File: src/rtl/rs422_pkg.sv
// Shared RS-422 framing definitions used by the receive and transmit channels.
// Holds the receiver state encoding, 8N1 line levels and the divisor floor.
package rs422_pkg;

  localparam int   RX_MIN_DIV       = 4;
  localparam int   UART_DATA_BITS   = 8;
  localparam logic UART_START_LEVEL = 1'b0;
  localparam logic UART_STOP_LEVEL  = 1'b1;
  localparam logic UART_IDLE_LEVEL  = 1'b1;

  typedef enum logic [2:0] {
    RX_IDLE,
    RX_START,
    RX_DATA,
    RX_STOP,
    RX_WAIT_IDLE
  } rx_state_e;

  // Divisors below the floor leave too few cycles to centre the start-bit sample.
  function automatic logic [15:0] clamp_div(input logic [15:0] baud);
    return (baud < 16'(RX_MIN_DIV)) ? 16'(RX_MIN_DIV) : baud;
  endfunction

endpackage

File: src/rtl/rs422_byte_fifo.sv
// Synchronous byte FIFO with registered read data and a one-cycle read-valid flag.
// A push into a full FIFO only succeeds when a pop frees the head slot in the same cycle.
module rs422_byte_fifo #(
  parameter int DEPTH = 16
) (
  input  logic       clk_i,
  input  logic       rst_i,
  input  logic       push_i,
  input  logic [7:0] push_data_i,
  input  logic       pop_i,
  output logic [7:0] rd_data_o,
  output logic       rd_valid_o,
  output logic       empty_o,
  output logic       drop_o
);

  localparam int AW = $clog2(DEPTH);

  logic [7:0]  mem_q [DEPTH];
  logic [AW:0] wr_ptr_q, wr_ptr_d;
  logic [AW:0] rd_ptr_q, rd_ptr_d;
  logic [7:0]  rd_data_q, rd_data_d;
  logic        rd_valid_q, rd_valid_d;
  logic        full;
  logic        do_pop;
  logic        do_push;

  assign empty_o = (wr_ptr_q == rd_ptr_q);
  assign full    = (wr_ptr_q[AW] != rd_ptr_q[AW]) &&
                   (wr_ptr_q[AW-1:0] == rd_ptr_q[AW-1:0]);
  assign do_pop  = pop_i & ~empty_o;
  assign do_push = push_i & (~full | do_pop);
  assign drop_o  = push_i & full & ~do_pop;

  always_comb begin
    wr_ptr_d   = wr_ptr_q;
    rd_ptr_d   = rd_ptr_q;
    rd_data_d  = rd_data_q;
    rd_valid_d = 1'b0;
    if (do_push) begin
      wr_ptr_d = wr_ptr_q + 1'b1;
    end
    if (do_pop) begin
      rd_ptr_d   = rd_ptr_q + 1'b1;
      rd_data_d  = mem_q[rd_ptr_q[AW-1:0]];
      rd_valid_d = 1'b1;
    end
  end

  // Storage is left unreset so it maps onto block RAM; the pointers define validity.
  always_ff @(posedge clk_i) begin
    if (do_push) begin
      mem_q[wr_ptr_q[AW-1:0]] <= push_data_i;
    end
  end

  always_ff @(posedge clk_i) begin
    if (rst_i) begin
      wr_ptr_q   <= '0;
      rd_ptr_q   <= '0;
      rd_data_q  <= 8'h00;
      rd_valid_q <= 1'b0;
    end else begin
      wr_ptr_q   <= wr_ptr_d;
      rd_ptr_q   <= rd_ptr_d;
      rd_data_q  <= rd_data_d;
      rd_valid_q <= rd_valid_d;
    end
  end

  assign rd_data_o  = rd_data_q;
  assign rd_valid_o = rd_valid_q;

endmodule

File: src/rtl/rs422_rx_channel.sv
// Per-port 8N1 receiver: synchroniser, bit-timing FSM and byte FIFO behind a
// ready/read/used handshake towards the collector arbiter.
module rs422_rx_channel
  import rs422_pkg::*;
#(
  parameter int FIFO_DEPTH  = 16,
  parameter int SYNC_STAGES = 2
) (
  input  logic        i_clk,
  input  logic        i_rst,
  input  logic        i_rx,
  input  logic [15:0] i_baud,
  input  logic        i_read,
  output logic        o_ready,
  output logic        o_used,
  output logic [7:0]  o_D,
  output logic        o_frame_err,
  output logic        o_overflow
);

  logic [SYNC_STAGES-1:0] sync_q;
  logic                   rx_s;
  logic                   rx_prev_q;

  rx_state_e   state_q, state_d;
  logic [15:0] cnt_q, cnt_d;
  logic [15:0] div_q, div_d;
  logic [15:0] div_now;
  logic [2:0]  bit_idx_q, bit_idx_d;
  logic [7:0]  shift_q, shift_d;
  logic        push_q, push_d;
  logic        frame_err_q, frame_err_d;
  logic        overflow_q;
  logic        expire;
  logic        fifo_empty;
  logic        fifo_drop;

  assign rx_s    = sync_q[SYNC_STAGES-1];
  assign div_now = clamp_div(i_baud);
  // Counter is reloaded with the full divisor and expires on its last count,
  // so consecutive samples sit exactly div cycles apart.
  assign expire  = (cnt_q <= 16'd1);

  always_ff @(posedge i_clk) begin
    if (i_rst) begin
      sync_q    <= '1;
      rx_prev_q <= 1'b1;
    end else begin
      sync_q    <= {sync_q[SYNC_STAGES-2:0], i_rx};
      rx_prev_q <= rx_s;
    end
  end

  always_comb begin
    state_d     = state_q;
    cnt_d       = cnt_q;
    div_d       = div_q;
    bit_idx_d   = bit_idx_q;
    shift_d     = shift_q;
    push_d      = 1'b0;
    frame_err_d = 1'b0;
    case (state_q)
      RX_IDLE: begin
        if (rx_prev_q == UART_IDLE_LEVEL && rx_s == UART_START_LEVEL) begin
          state_d = RX_START;
          div_d   = div_now;
          cnt_d   = div_now >> 1;
        end
      end
      RX_START: begin
        if (expire) begin
          if (rx_s == UART_START_LEVEL) begin
            state_d   = RX_DATA;
            cnt_d     = div_q;
            bit_idx_d = 3'd0;
          end else begin
            state_d = RX_IDLE;
          end
        end else begin
          cnt_d = cnt_q - 16'd1;
        end
      end
      RX_DATA: begin
        if (expire) begin
          shift_d   = {rx_s, shift_q[7:1]};
          cnt_d     = div_q;
          bit_idx_d = bit_idx_q + 3'd1;
          if (bit_idx_q == 3'(UART_DATA_BITS - 1)) begin
            state_d = RX_STOP;
          end
        end else begin
          cnt_d = cnt_q - 16'd1;
        end
      end
      RX_STOP: begin
        if (expire) begin
          if (rx_s == UART_STOP_LEVEL) begin
            push_d  = 1'b1;
            state_d = RX_IDLE;
          end else begin
            frame_err_d = 1'b1;
            state_d     = RX_WAIT_IDLE;
          end
        end else begin
          cnt_d = cnt_q - 16'd1;
        end
      end
      RX_WAIT_IDLE: begin
        if (rx_s == UART_IDLE_LEVEL) begin
          state_d = RX_IDLE;
        end
      end
      default: begin
        state_d = RX_IDLE;
      end
    endcase
  end

  always_ff @(posedge i_clk) begin
    if (i_rst) begin
      state_q     <= RX_IDLE;
      cnt_q       <= 16'd0;
      div_q       <= 16'(RX_MIN_DIV);
      bit_idx_q   <= 3'd0;
      shift_q     <= 8'h00;
      push_q      <= 1'b0;
      frame_err_q <= 1'b0;
      overflow_q  <= 1'b0;
    end else begin
      state_q     <= state_d;
      cnt_q       <= cnt_d;
      div_q       <= div_d;
      bit_idx_q   <= bit_idx_d;
      shift_q     <= shift_d;
      push_q      <= push_d;
      frame_err_q <= frame_err_d;
      overflow_q  <= fifo_drop;
    end
  end

  // shift_q is stable during the push cycle: only DATA modifies it.
  rs422_byte_fifo #(
    .DEPTH(FIFO_DEPTH)
  ) u_fifo (
    .clk_i      (i_clk),
    .rst_i      (i_rst),
    .push_i     (push_q),
    .push_data_i(shift_q),
    .pop_i      (i_read),
    .rd_data_o  (o_D),
    .rd_valid_o (o_used),
    .empty_o    (fifo_empty),
    .drop_o     (fifo_drop)
  );

  assign o_ready     = ~fifo_empty;
  assign o_frame_err = frame_err_q;
  assign o_overflow  = overflow_q;

endmodule

File: config.mk
export PLATFORM = sky130hd
export DESIGN_NAME = rs422_rx_channel
export DESIGN_NICKNAME = d
export VERILOG_FILES = /design/src/rtl/rs422_pkg.sv /design/src/rtl/rs422_byte_fifo.sv /design/src/rtl/rs422_rx_channel.sv
export SDC_FILE = /design/constraint.sdc
export NUM_CORES = 1
export LEC_CHECK = 0
export CAP_MARGIN = 20
export CORE_ASPECT_RATIO = 0.7
export CORE_MARGIN = 2
export CORE_UTILIZATION = 55
export DETAILED_ROUTE_END_ITERATION = 12
export PLACE_DENSITY = 0.73
export SYNTH_ARGS = -nofsm -noshare
export SYNTH_HDL_FRONTEND = slang
export SYNTH_SLANG_ARGS = --single-unit
File: constraint.sdc
create_clock -name i_clk -period 5.2 [get_ports i_clk]
set_clock_uncertainty 0.15 [all_clocks]
set_input_delay 1.04 -clock i_clk [delete_from_list [all_inputs] [get_ports i_clk]]
set_output_delay 1.04 -clock i_clk [all_outputs]
set_load 0.02 [all_outputs]
After elaboration in Yosys (flattened, before gate mapping) --
Memories as Yosys holds them, arrays and structs flattened. A register that Yosys moved wholly into a read port is not among the register bits. Cells that the tools add are included.
Storage, ports and cells: flip-flop bits (word level) 63, bits in latches 0, memory bits (writable) 128, ROM bits 0, input bits 20, output and inout port bits 12, logic and storage cells 84, memories kept 1
Cells by class: $add $sub $neg 4, multipliers 0, divide/modulo/power cells 0, order comparisons 2, equality and inequality tests 17, shifts and indexed selects 0, muxes and demuxes 25, bitwise logic cells 11, reductions and logical operators 11
Memories:
- u_fifo.mem_q | depth 16, width 8, rd ports 1, clocked after memory_dff 1, wr ports 1, RTL line rs422_byte_fifo.sv:19 | logic [7:0] mem_q [DEPTH];
Operators by type and width (count):
- 16-bit two-way mux | 6
- 16-bit case mux with 4 select lines | 1
- 3-bit two-way mux | 10
- 16-bit by 1-bit less-or-equal comparator with 1-bit output (second input constant) | 1
- 16-bit by 3-bit less-than comparator with 1-bit output (second input constant) | 1
- 2-bit inequality test (second input constant) | 8
- 16-bit by 1-bit subtractor with 16-bit output (second input constant) | 1
- 3-bit case mux with 5 select lines | 1
- 5-bit by 1-bit adder with 5-bit output (second input constant) | 2
- 4-bit AND reduction | 2
- 3-bit by 2-bit equality test with 1-bit output (second input constant) | 2
- 3-bit equality test (second input constant) | 2
- 1-bit NOT | 6
- 3-bit case mux with 2 select lines | 1
- 6-bit AND reduction | 1
- 5-bit equality test | 1
- 1-bit two-way mux | 5
- 1-bit AND | 4
- 4-bit equality test | 1
- 2-bit AND reduction | 2
- 4-bit nonzero test | 1
- 3-bit by 1-bit adder with 3-bit output (second input constant) | 1
- 3-bit by 1-bit equality test with 1-bit output (second input constant) | 1
- 3-bit logical NOT | 1
- 7 further kinds | 8

Logic depth before layout (Yosys ltp) --
Gate-level depths: netlist (run 1).
word-level depth 7, depth in mapped cells 9

Cells and area by module --
From an unflattened synthesis (run 1), not the netlist that was laid out.
Unflattened totals: cell total of the unflattened synthesis 659, area total of the unflattened synthesis 8704.6 µm²
By module, submodules not included:
- rs422_byte_fifo | times used 1, cells each 328, area an instance 5963.2 µm², seq. area each 4224.1 µm²
- rs422_rx_channel | times used 1, cells each 331, area an instance 2741.4 µm², seq. area each 1041.0 µm²

Worst setup path before layout (run 1) --
OpenSTA, ideal clock, no wires.
path kind reg-to-output, start point reg u_fifo.rd_ptr_q[0], end point out o_ready, arrival 1.431 ns, setup slack 2.579 ns, stages on the path, launching flop included 5, path buffers 1, cell sequence dfxtp_1 > clkbuf_1 > xnor2_1 > nand4_1 > or2_2
On the way: word-level cells in the longest chain between the ends 2
Ends and longest elaborated chain:
- start, declared | RTL line rs422_byte_fifo.sv:21 | logic [AW:0] rd_ptr_q, rd_ptr_d;
- start signal, assigned | RTL line rs422_byte_fifo.sv:65 | rd_ptr_q <= rd_ptr_d;
- 5-bit equality test | RTL line rs422_byte_fifo.sv:28 | assign empty_o = (wr_ptr_q == rd_ptr_q);
- 1-bit NOT | RTL line rs422_rx_channel.sv:156 | assign o_ready = ~fifo_empty;
- end, declared | RTL line rs422_rx_channel.sv:14 | output logic o_ready,
No other way between the ends.

Final worst setup path (run 1) --
start point reg u_fifo.rd_ptr_q[1], end point out o_ready
The elaborated chain is that of the path after synthesis.

==> out/metrics.cfg, run 1 <==
[logic_synthesis]
synth_nets = 651
synth.area.top_cells = edfxtp_1, dfxtp_1, mux4_2, mux2i_1, nor2_1
syn_avg_cell_area_um2 = 13.6
synth_top_flop_cell = edfxtp_1
netlist_area_um2 = 8470
synth_edf_count = 128
ys_warn_count = 0
yosysSeqAreaShare_pct = 62.2
async_flop_share_pct = 0
syn_inst = 622
netlist.area_leader.share_pct = 45.4
ys_ff_latch = 199
synth_top_area_cell = edfxtp_1
synth.distinct_cells = 64

[timing]
setup_ws_ns = 1.43
setup_violations = 0
timing.final.crit_share_pct = 72.6
maxSlewHeadroom_pct = 33.2
rsz0062_at_grt = false
final_hold_viol_count = 0
fin_tns_setup_ns = 0
fin_crit_ns = 3.77
tightest_slew_ns = 0.994
final_max_slew_viol_count = 0
max_clock_freq_ghz = 0.265

[floorplan]
rows = 37
core-area_um2 = 14900
start_util_pct = 57.0
boundaryPins = 32
fp.dieW_um = 152
dieArea_um2 = 16400
die_h_um = 108

[placed_design]
place_congestion = 0.988
port_buffers = 31
hpwl_um = 14300
dp_slack_ns = 1.85

[finish]
nNetsFinal = 674
drive_above_1_share_pct = 14.1
layout_commonest_cell = edfxtp_1
syn_to_final_growth_pct = 12.1
mostFrequentLayoutCells = edfxtp_1, dfxtp_1, nor2_1, nand2_1, mux4_2
antenna_cells = 0

[routing]
wl_per_cell_um = 24.7
drt_iter0_markers = 770
dr.pass1.iters = 5
vias = 5636
wl_um = 21100
ant_nets = 0
drc = 0
vias_per_cell = 6.61

[clock_network]
clock_latency_ns = 0.43
numCtsBuffers = 17
clock-sinks = 199
clockBufferDepth = 2
cts_tree = built
cts_setup_buffers = 0
ctsHtreeMaxLevel = 4
cts.repair.resized = 0
cts_root_buffer = clkbuf_16
ctsHoldBuffers = 0
clk_pin_slew_ns = 0.07

[critical_path]
required_ns = 4.01
end_kind = primary output
rr_worst_depth = 5
path_class = flip-flop to primary output
r2r-start = cnt_q[11]
worst-path-max-fanout = 36
worstSetupStartpointType = flip-flop
r2r_slack_ns = 2.03
startpoint = u_fifo.rd_ptr_q[1]
reg2reg_to = shift_q[0]
arrival_ns = 2.58

[grt]
track_usage_pct = 26.8
grt_pass1_vias = 5220
grt_antenna_before_repair = 0
grt.overflow.total = 0
grt_max_degree = 61
grt_pass1_wl_um = 32100

[run_status]
outcome = finished, final reports clean

[worst_hold_path]
min_path_type = flip-flop to flip-flop
hp-start = sync_q[0]
hold_end = sync_q[1]
whs_path_depth = 1

[power_and_ir_drop]
peakVddDrop_mv = 0.169
p_per_area_nw_per_um2 = 369
total_power_w = 0.00351
p_leak_nw = 3.19

[run]
maxCapViolations = 0

==> where the power goes <==
| part | leakage [nW] | internal, W | total, W | switching [W] |
|---|---|---|---|---|
| registers | 1.76 | 0.00169 | 0.00172 | 0.0000341 |
| clock network | 0.279 | 0.000726 | 0.00129 | 0.000565 |
| logic | 1.15 | 0.000158 | 0.000496 | 0.000338 |
| total | 3.19 | 0.00257 | 0.00351 | 0.000937 |
==> per-layer routing <==
metal / routed length, um / GRT usage [%] / vias to the layer above / part of all wire, %
met5: 0 / 0 / - / 0
met2: 8450 / 34.1 / 420 / 40
met4: 257 / 7.74 / 0 / 1.2
li1: - / - / 2433 / -
met1: 9390 / 43.5 / 2766 / 44
met3: 3000 / 8.17 / 17 / 14
==> logic make-up after synthesis <==
logic type,share of synthesized area (%)
flops,62.2
simple gates,10.9
compound gates,8.50
mux,13.0
buf+inv,2.73
xor+xnor,1.34
fa+ha+maj,1.33
==> registers in the layout, indices dropped and copies added (netlist names) <==
signal             count
u_fifo.wr_ptr_q        5
u_fifo.mem_q         128
rx_prev_q              1
shift_q                8
bit_idx_q              3
u_fifo.rd_data_o       8
push_q                 1
div_q                 16
u_fifo.rd_valid_o      1
u_fifo.rd_ptr_q        5
cnt_q                 16
o_frame_err            1
o_overflow             1
state_q                3
sync_q                 2
==> final cells by class <==
type | count | area, um2
Sequential cell | 199 | 5270
Tap cell | 195 | 244
Multi-Input combinational cell | 369 | 2980
Timing Repair Buffer | 38 | 358
Fill cell | 1061 | 5370
Clock inverter | 10 | 121
Inverter | 20 | 75.1
Clock buffer | 22 | 454
==> how the worst max path moves through the flow <==
| stage | end | depth (start not counted) | slack [ns] |
|---|---|---|---|
| after CTS | o_ready | 5 | 1.43 |
| final | o_ready | 5 | 1.43 |
| after global routing | o_ready | 4 | 1.29 |
| after floorplan | o_ready | 4 | 2.58 |
| after detailed placement | u_fifo.mem_q[1][7] | 4 | 1.85 |
| after global placement | u_fifo.mem_q[0][3] | 4 | 1.88 |
==> Yosys cell counts (all sizes together) (9+ instances only) <==
cell type / count
mux4: 40
o21ai: 18
nand2: 50
dfxtp: 71
nor3: 11
edfxtp: 128
and3: 14
a21oi: 27
nor2: 50
nand3: 9
clkbuf: 23
mux2i: 20
buf: 11
ha: 9
inv: 20
nor4: 9
==> per-stage QoR <==
stage	cells	utilization, %	area (um2)	hold slack [ns]
2_1_floorplan	622	-	8470	0.239
3_5_place_dp	821	60.0	8920	0.259
5_1_grt	853	63.9	9490	0.293
3_3_place_gp	821	60.0	8920	0.254
6_report	853	63.9	9490	0.277
4_1_cts	853	63.9	9490	0.288
==> worst max-delay path, stage by stage, from the launching register on <==
cell	delay [ns]
dfxtp_1	0.31
buf_4	0.40
xnor2_1	0.18
nand4_1	0.28
or2_2	0.41
clkdlybuf4s50_1	0.55
Power figures use the tool's default switching activity.
==> run 2: changes to the inputs <==
==> constraint.sdc (replaced) <==
create_clock -name i_clk -period 3.7 [get_ports i_clk]
set_clock_uncertainty 0.15 [all_clocks]
set_input_delay 0.74 -clock i_clk [delete_from_list [all_inputs] [get_ports i_clk]]
set_output_delay 0.74 -clock i_clk [all_outputs]
set_load 0.02 [all_outputs]
==> run 2 against run 1 <==
  * Sequential cell count stayed put
  * Combinational power is 45% higher
  * Critical path depth stayed put
  * Die area stayed put
  * Largest power group unchanged
==> out/metrics.cfg, run 2 (same netlist as run 1, synthesis figures left out) <==
[run_status]
outcome = finished, final reports clean

[finish]
mostFrequentLayoutCells = edfxtp_1, dfxtp_1, nor2_1, nand2_1, mux4_2
drive_above_1_share_pct = 15.1  ; +0.93 points
antenna_cells = 0  ; unchanged
syn_to_final_growth_pct = 12.7
nFillCells = 1062  ; +0.094%
largest_reg_flops = 128  ; unchanged
final_util_pct = 64.2  ; +0.31 points
fin_cells = 859  ; +0.70%
layout_commonest_cell = edfxtp_1
nNetsFinal = 680  ; +0.89%

[critical_path]
r2r_slack_ns = 0.51  ; -1.52 ns
startpoint = cnt_q[11]
r2r-start = cnt_q[11]
reg2reg_to = shift_q[6]
path_cells = or4_4 -> or4_1 -> nor4_4 -> mux2i_1 -> nor2_1
critPathBufInv = 0  ; -2
worstSetupStartpointType = flip-flop
end_kind = flip-flop
path_class = flip-flop to flip-flop
cp_slowest_stage_delay_ns = 0.86  ; +0.31 ns
required_ns = 3.86  ; -0.15 ns
cp_top_family = simple AND/OR/NAND/NOR gates
cp_slowest_cell = or4_1
arrival_ns = 3.35  ; +0.77 ns
rr_worst_depth = 5  ; unchanged
worst-path-max-fanout = 15  ; -58%

[placed_design]
hpwl_um = 13200  ; -7.1%
dp_slack_ns = 0.559  ; -1.29 ns
dpl.cell_count = 827  ; +0.73%
place_congestion = 1.01  ; +1.8%
port_buffers = 31  ; unchanged

[routing]
ant_nets = 0  ; unchanged
wl_per_cell_um = 23.1  ; -6.7%
drc = 0  ; unchanged
vias_per_cell = 6.36  ; -3.8%
drt_iter0_markers = 827  ; +7.4%
vias = 5459  ; -3.1%
wl_um = 19800  ; -6.0%
dr.pass1.iters = 6  ; +1

[worst_hold_path]
whs_path_depth = 1  ; unchanged
hold_end = sync_q[1]
hp-start = sync_q[0]
min_path_type = flip-flop to flip-flop

[floorplan]
die_h_um = 108  ; unchanged
rows = 37  ; unchanged
boundaryPins = 32  ; unchanged
fp.dieW_um = 152  ; unchanged
core-area_um2 = 14900  ; unchanged
dieArea_um2 = 16400  ; unchanged
start_util_pct = 57.0  ; unchanged

[clock_network]
ctsHoldBuffers = 0  ; unchanged
clk_pin_slew_ns = 0.07  ; about the same
clock_latency_ns = 0.43  ; about the same
cts_root_buffer = clkbuf_16
clock-sinks = 199  ; unchanged
clockBufferDepth = 2  ; unchanged
cts_setup_buffers = 0  ; unchanged
cts_tree = built
ctsHtreeMaxLevel = 4  ; unchanged
numCtsBuffers = 17  ; unchanged
cts.repair.resized = 0  ; unchanged

[grt]
grt.overflow.total = 0  ; unchanged
grt_antenna_before_repair = 0  ; unchanged
grt_max_degree = 36  ; -41%
grt_pass1_vias = 5184  ; -0.69%
grt_pass1_wl_um = 30600  ; -4.7%
track_usage_pct = 25.3  ; -1.5 points

[power_and_ir_drop]
p_per_area_nw_per_um2 = 520  ; +41%
peakVddDrop_mv = 0.313  ; +85%
total_power_w = 0.00496  ; +41%
p_leak_nw = 3.22  ; +0.95%

[timing]
fin_tns_setup_ns = 0  ; unchanged
timing.final.crit_share_pct = 86.3
tightest_slew_ns = 0.905  ; -0.0897 ns
rsz0062_at_grt = false
final_hold_viol_count = 0  ; unchanged
setup_ws_ns = 0.508  ; -0.919 ns
final_max_slew_viol_count = 0  ; unchanged
maxSlewHeadroom_pct = 39.4  ; +6.2 points
setup_violations = 0  ; unchanged
max_clock_freq_ghz = 0.313
fin_crit_ns = 3.19

[run]
maxCapViolations = 0  ; unchanged

## run 2: worst max path at each step
stage                             to  depth (start not counted)
final                     shift_q[6]                          5
after global routing         o_ready                          6
after CTS                    o_ready                          6
after detailed placement  shift_q[6]                          5
after global placement    shift_q[0]                          5
after floorplan            cnt_q[12]                          7
## run 2: per-layer routing
layer	global-route usage, %	part of all wire, %	routed length [um]
met5	0	0	0
met2	34.1	41	8190
met3	9.10	12	2350
met1	38.8	46	9040
met4	6.14	1.3	254
## run 2: final cells by class
type	instances	area (um2)	share of cell area, %
Inverter	20	75.1	0.787
Multi-Input combinational cell	369	2980	31.2
Clock inverter	14	148	1.55
Sequential cell	199	5270	55.2
Clock buffer	18	429	4.50
Tap cell	195	244	2.56
Timing Repair Buffer	44	403	4.22
## run 2: metrics by stage
step / hold slack [ns] / cell area [um2]
after CTS: 0.286 / 9540
final: 0.279 / 9540
after detailed placement: 0.262 / 8960
after floorplan: 0.239 / 8470
after global routing: 0.298 / 9540
after global placement: 0.251 / 8960
## run 2: report_power, final
group,total [W],internal [W],switching (W)
combinational,0.000717,0.000228,0.000489
clock,0.00182,0.00100,0.000820
sequential,0.00242,0.00237,0.0000491
==> run 3: changes to the inputs <==
--- a/config.mk
+++ b/config.mk
@@ -10,7 +10,9 @@
 export CORE_MARGIN = 2
 export CORE_UTILIZATION = 55
 export DETAILED_ROUTE_END_ITERATION = 12
+export MAX_ROUTING_LAYER = met4
 export PLACE_DENSITY = 0.73
+export SKIP_LAST_GASP = 1
 export SYNTH_ARGS = -nofsm -noshare
 export SYNTH_HDL_FRONTEND = slang
 export SYNTH_SLANG_ARGS = --single-unit
==> run 3 against run 2 <==
  * Core utilization shrank 0.067 points
  * Cell count increased by 0.23%
  * First-iteration DRC count is 4.6% lower
  * Critical endpoint is now o_ready
==> out/metrics.cfg, run 3 (same netlist as run 1, synthesis figures left out) <==
[routing]
vias_per_cell = 6.35  ; about the same
wl_um = 19400  ; -2.2%
drt_iter0_markers = 789  ; -4.6%
ant_nets = 0  ; unchanged
wl_per_cell_um = 22.5  ; -2.4%
dr.pass1.iters = 5  ; -1
vias = 5468  ; +0.16%
drc = 0  ; unchanged

[clock_network]
cts_tree = built
cts_root_buffer = clkbuf_16
cts_setup_buffers = 0  ; unchanged
ctsHtreeMaxLevel = 4  ; unchanged
clock_latency_ns = 0.43  ; about the same
cts.repair.resized = 0  ; unchanged
clk_pin_slew_ns = 0.06  ; about the same
ctsHoldBuffers = 0  ; unchanged
clock-sinks = 199  ; unchanged
numCtsBuffers = 17  ; unchanged
clockBufferDepth = 2  ; unchanged

[critical_path]
r2r_slack_ns = 0.59  ; +0.08 ns
required_ns = 2.81  ; -1.05 ns
worstSetupStartpointType = flip-flop
path_cells = buf_4 -> xnor2_1 -> nand4_1 -> buf_4 -> or2_2 -> clkdlybuf4s50_1
cp_slowest_stage_delay_ns = 0.57  ; -0.29 ns
r2r-start = cnt_q[11]
cp_top_family = buffers and inverters
reg2reg_to = shift_q[6]
critPathBufInv = 3  ; +3
rr_worst_depth = 5  ; unchanged
cp_common_cell = buf_4
end_kind = primary output
worst-path-max-fanout = 10  ; -5
arrival_ns = 2.26  ; -1.09 ns
cp_slowest_cell = clkdlybuf4s50_1
path_class = flip-flop to primary output

[floorplan]
die_h_um = 108  ; unchanged
rows = 37  ; unchanged
core-area_um2 = 14900  ; unchanged
fp.dieW_um = 152  ; unchanged
dieArea_um2 = 16400  ; unchanged
start_util_pct = 57.0  ; unchanged
boundaryPins = 32  ; unchanged

[power_and_ir_drop]
p_per_area_nw_per_um2 = 512  ; -1.4%
peakVddDrop_mv = 0.338  ; +8.0%
pwr-share-clk_pct = 35.7  ; -1.0 points
p_sw_w = 0.00133  ; -2.4%
p_int_w = 0.00355  ; -1.2%
p_comb_share_pct = 14.7  ; +0.2 points
p_leak_nw = 3.22  ; +0.11%
switching_share_pct = 27.2  ; -0.24 points
seq_power_share_pct = 49.5  ; +0.7 points

[placed_design]
place_congestion = 1.03  ; +2.0%
port_buffers = 31  ; unchanged
hpwl_um = 13400  ; +1.4%

[grt]
track_usage_pct = 25.8  ; +0.50 points
grt_pass1_wl_um = 30500  ; -0.38%
grt_pass1_vias = 5102  ; -1.6%
grt.overflow.total = 0  ; unchanged
grt_antenna_before_repair = 0  ; unchanged
grt_max_degree = 36  ; unchanged

[timing]
max_clock_freq_ghz = 0.317  ; +1.2%
final_hold_viol_count = 0  ; unchanged
rsz0062_at_grt = false
fin_crit_ns = 3.15  ; -0.0375 ns
fin_tns_setup_ns = 0  ; unchanged
tightest_slew_ns = 0.821  ; -0.0837 ns
finalHoldWorstSlack_ns = 0.270  ; -0.00869 ns
final_max_slew_viol_count = 0  ; unchanged
maxSlewHeadroom_pct = 44.8  ; +5.4 points
setup_violations = 0  ; unchanged
timing.final.crit_share_pct = 85.2  ; -1.0 points

[finish]
nNetsFinal = 682  ; +0.29%
layout_commonest_cell = edfxtp_1
mostFrequentLayoutCells = edfxtp_1, dfxtp_1, nor2_1, nand2_1, mux4_2
drive_above_1_share_pct = 15.2  ; +0.10 points
antenna_cells = 0  ; unchanged
final_util_pct = 64.1  ; -0.067 points
syn_to_final_growth_pct = 12.6
largest_reg_flops = 128  ; unchanged

[worst_hold_path]
min_path_type = flip-flop to flip-flop
hold_end = sync_q[1]
whs_path_depth = 1  ; unchanged
hp-start = sync_q[0]

[run_status]
outcome = finished, final reports clean

[run]
maxCapViolations = 0  ; unchanged

## run 3: area by class of cell
cell class / count / area [um2]
clock inverters: 8 / 58.8
well taps: 195 / 244
fillers: 1076 / 5330
inverters: 20 / 75.1
clock buffers: 24 / 493
flip-flops and latches: 199 / 5270
multi-input cells: 369 / 2980
repair buffers: 46 / 418
## run 3: worst max-delay path by stage
stage | start | endpoint | slack [ns] | cells after the start
floorplan | cnt_q[11] | cnt_q[12] | 1.22 | 7
global placement | cnt_q[11] | shift_q[0] | 0.68 | 5
detailed placement | cnt_q[11] | shift_q[6] | 0.59 | 5
CTS | u_fifo.rd_ptr_q[2] | o_ready | 0.50 | 6
global route | u_fifo.rd_ptr_q[2] | o_ready | 0.43 | 6
finish | u_fifo.rd_ptr_q[2] | o_ready | 0.55 | 6
## run 3: power by group through the flow
stage	Clock, W	Sequential [W]	Combinational, W
2_1_floorplan	0	0.00245	0.000505
3_3_place_gp	0	0.00246	0.000686
3_5_place_dp	0	0.00246	0.000683
4_1_cts	0.00176	0.00241	0.000687
5_1_grt	0.00185	0.00242	0.000769
6_report	0.00174	0.00242	0.000719
## run 3: through the flow
stage | cell area (um2) | total power, W | std cells | setup slack (ns)
after floorplan | 8470 | 0.00295 | 622 | 1.22
after global placement | 8980 | 0.00315 | 829 | 0.684
after detailed placement | 8980 | 0.00315 | 829 | 0.590
after CTS | 9530 | 0.00486 | 861 | 0.499
after global routing | 9530 | 0.00504 | 861 | 0.432
final | 9530 | 0.00488 | 861 | 0.546
## run 3: worst reg2reg max path, cell delays in order, from the launching register on
cell     delay, ns
dfxtp_1       0.35
or4_4         0.59
or4_1         0.84
nor4_4        0.71
mux2i_1       0.27
nor2_1        0.06
## run 3: metal layers
layer | vias up | global-route usage (%) | wire length, um
li1 | 2457 | - | -
met4 | 0 | 5.47 | 153
met3 | 14 | 7.37 | 2130
met1 | 2722 | 40.4 | 9230
met5 | - | - | 0
met2 | 275 | 33.1 | 7880
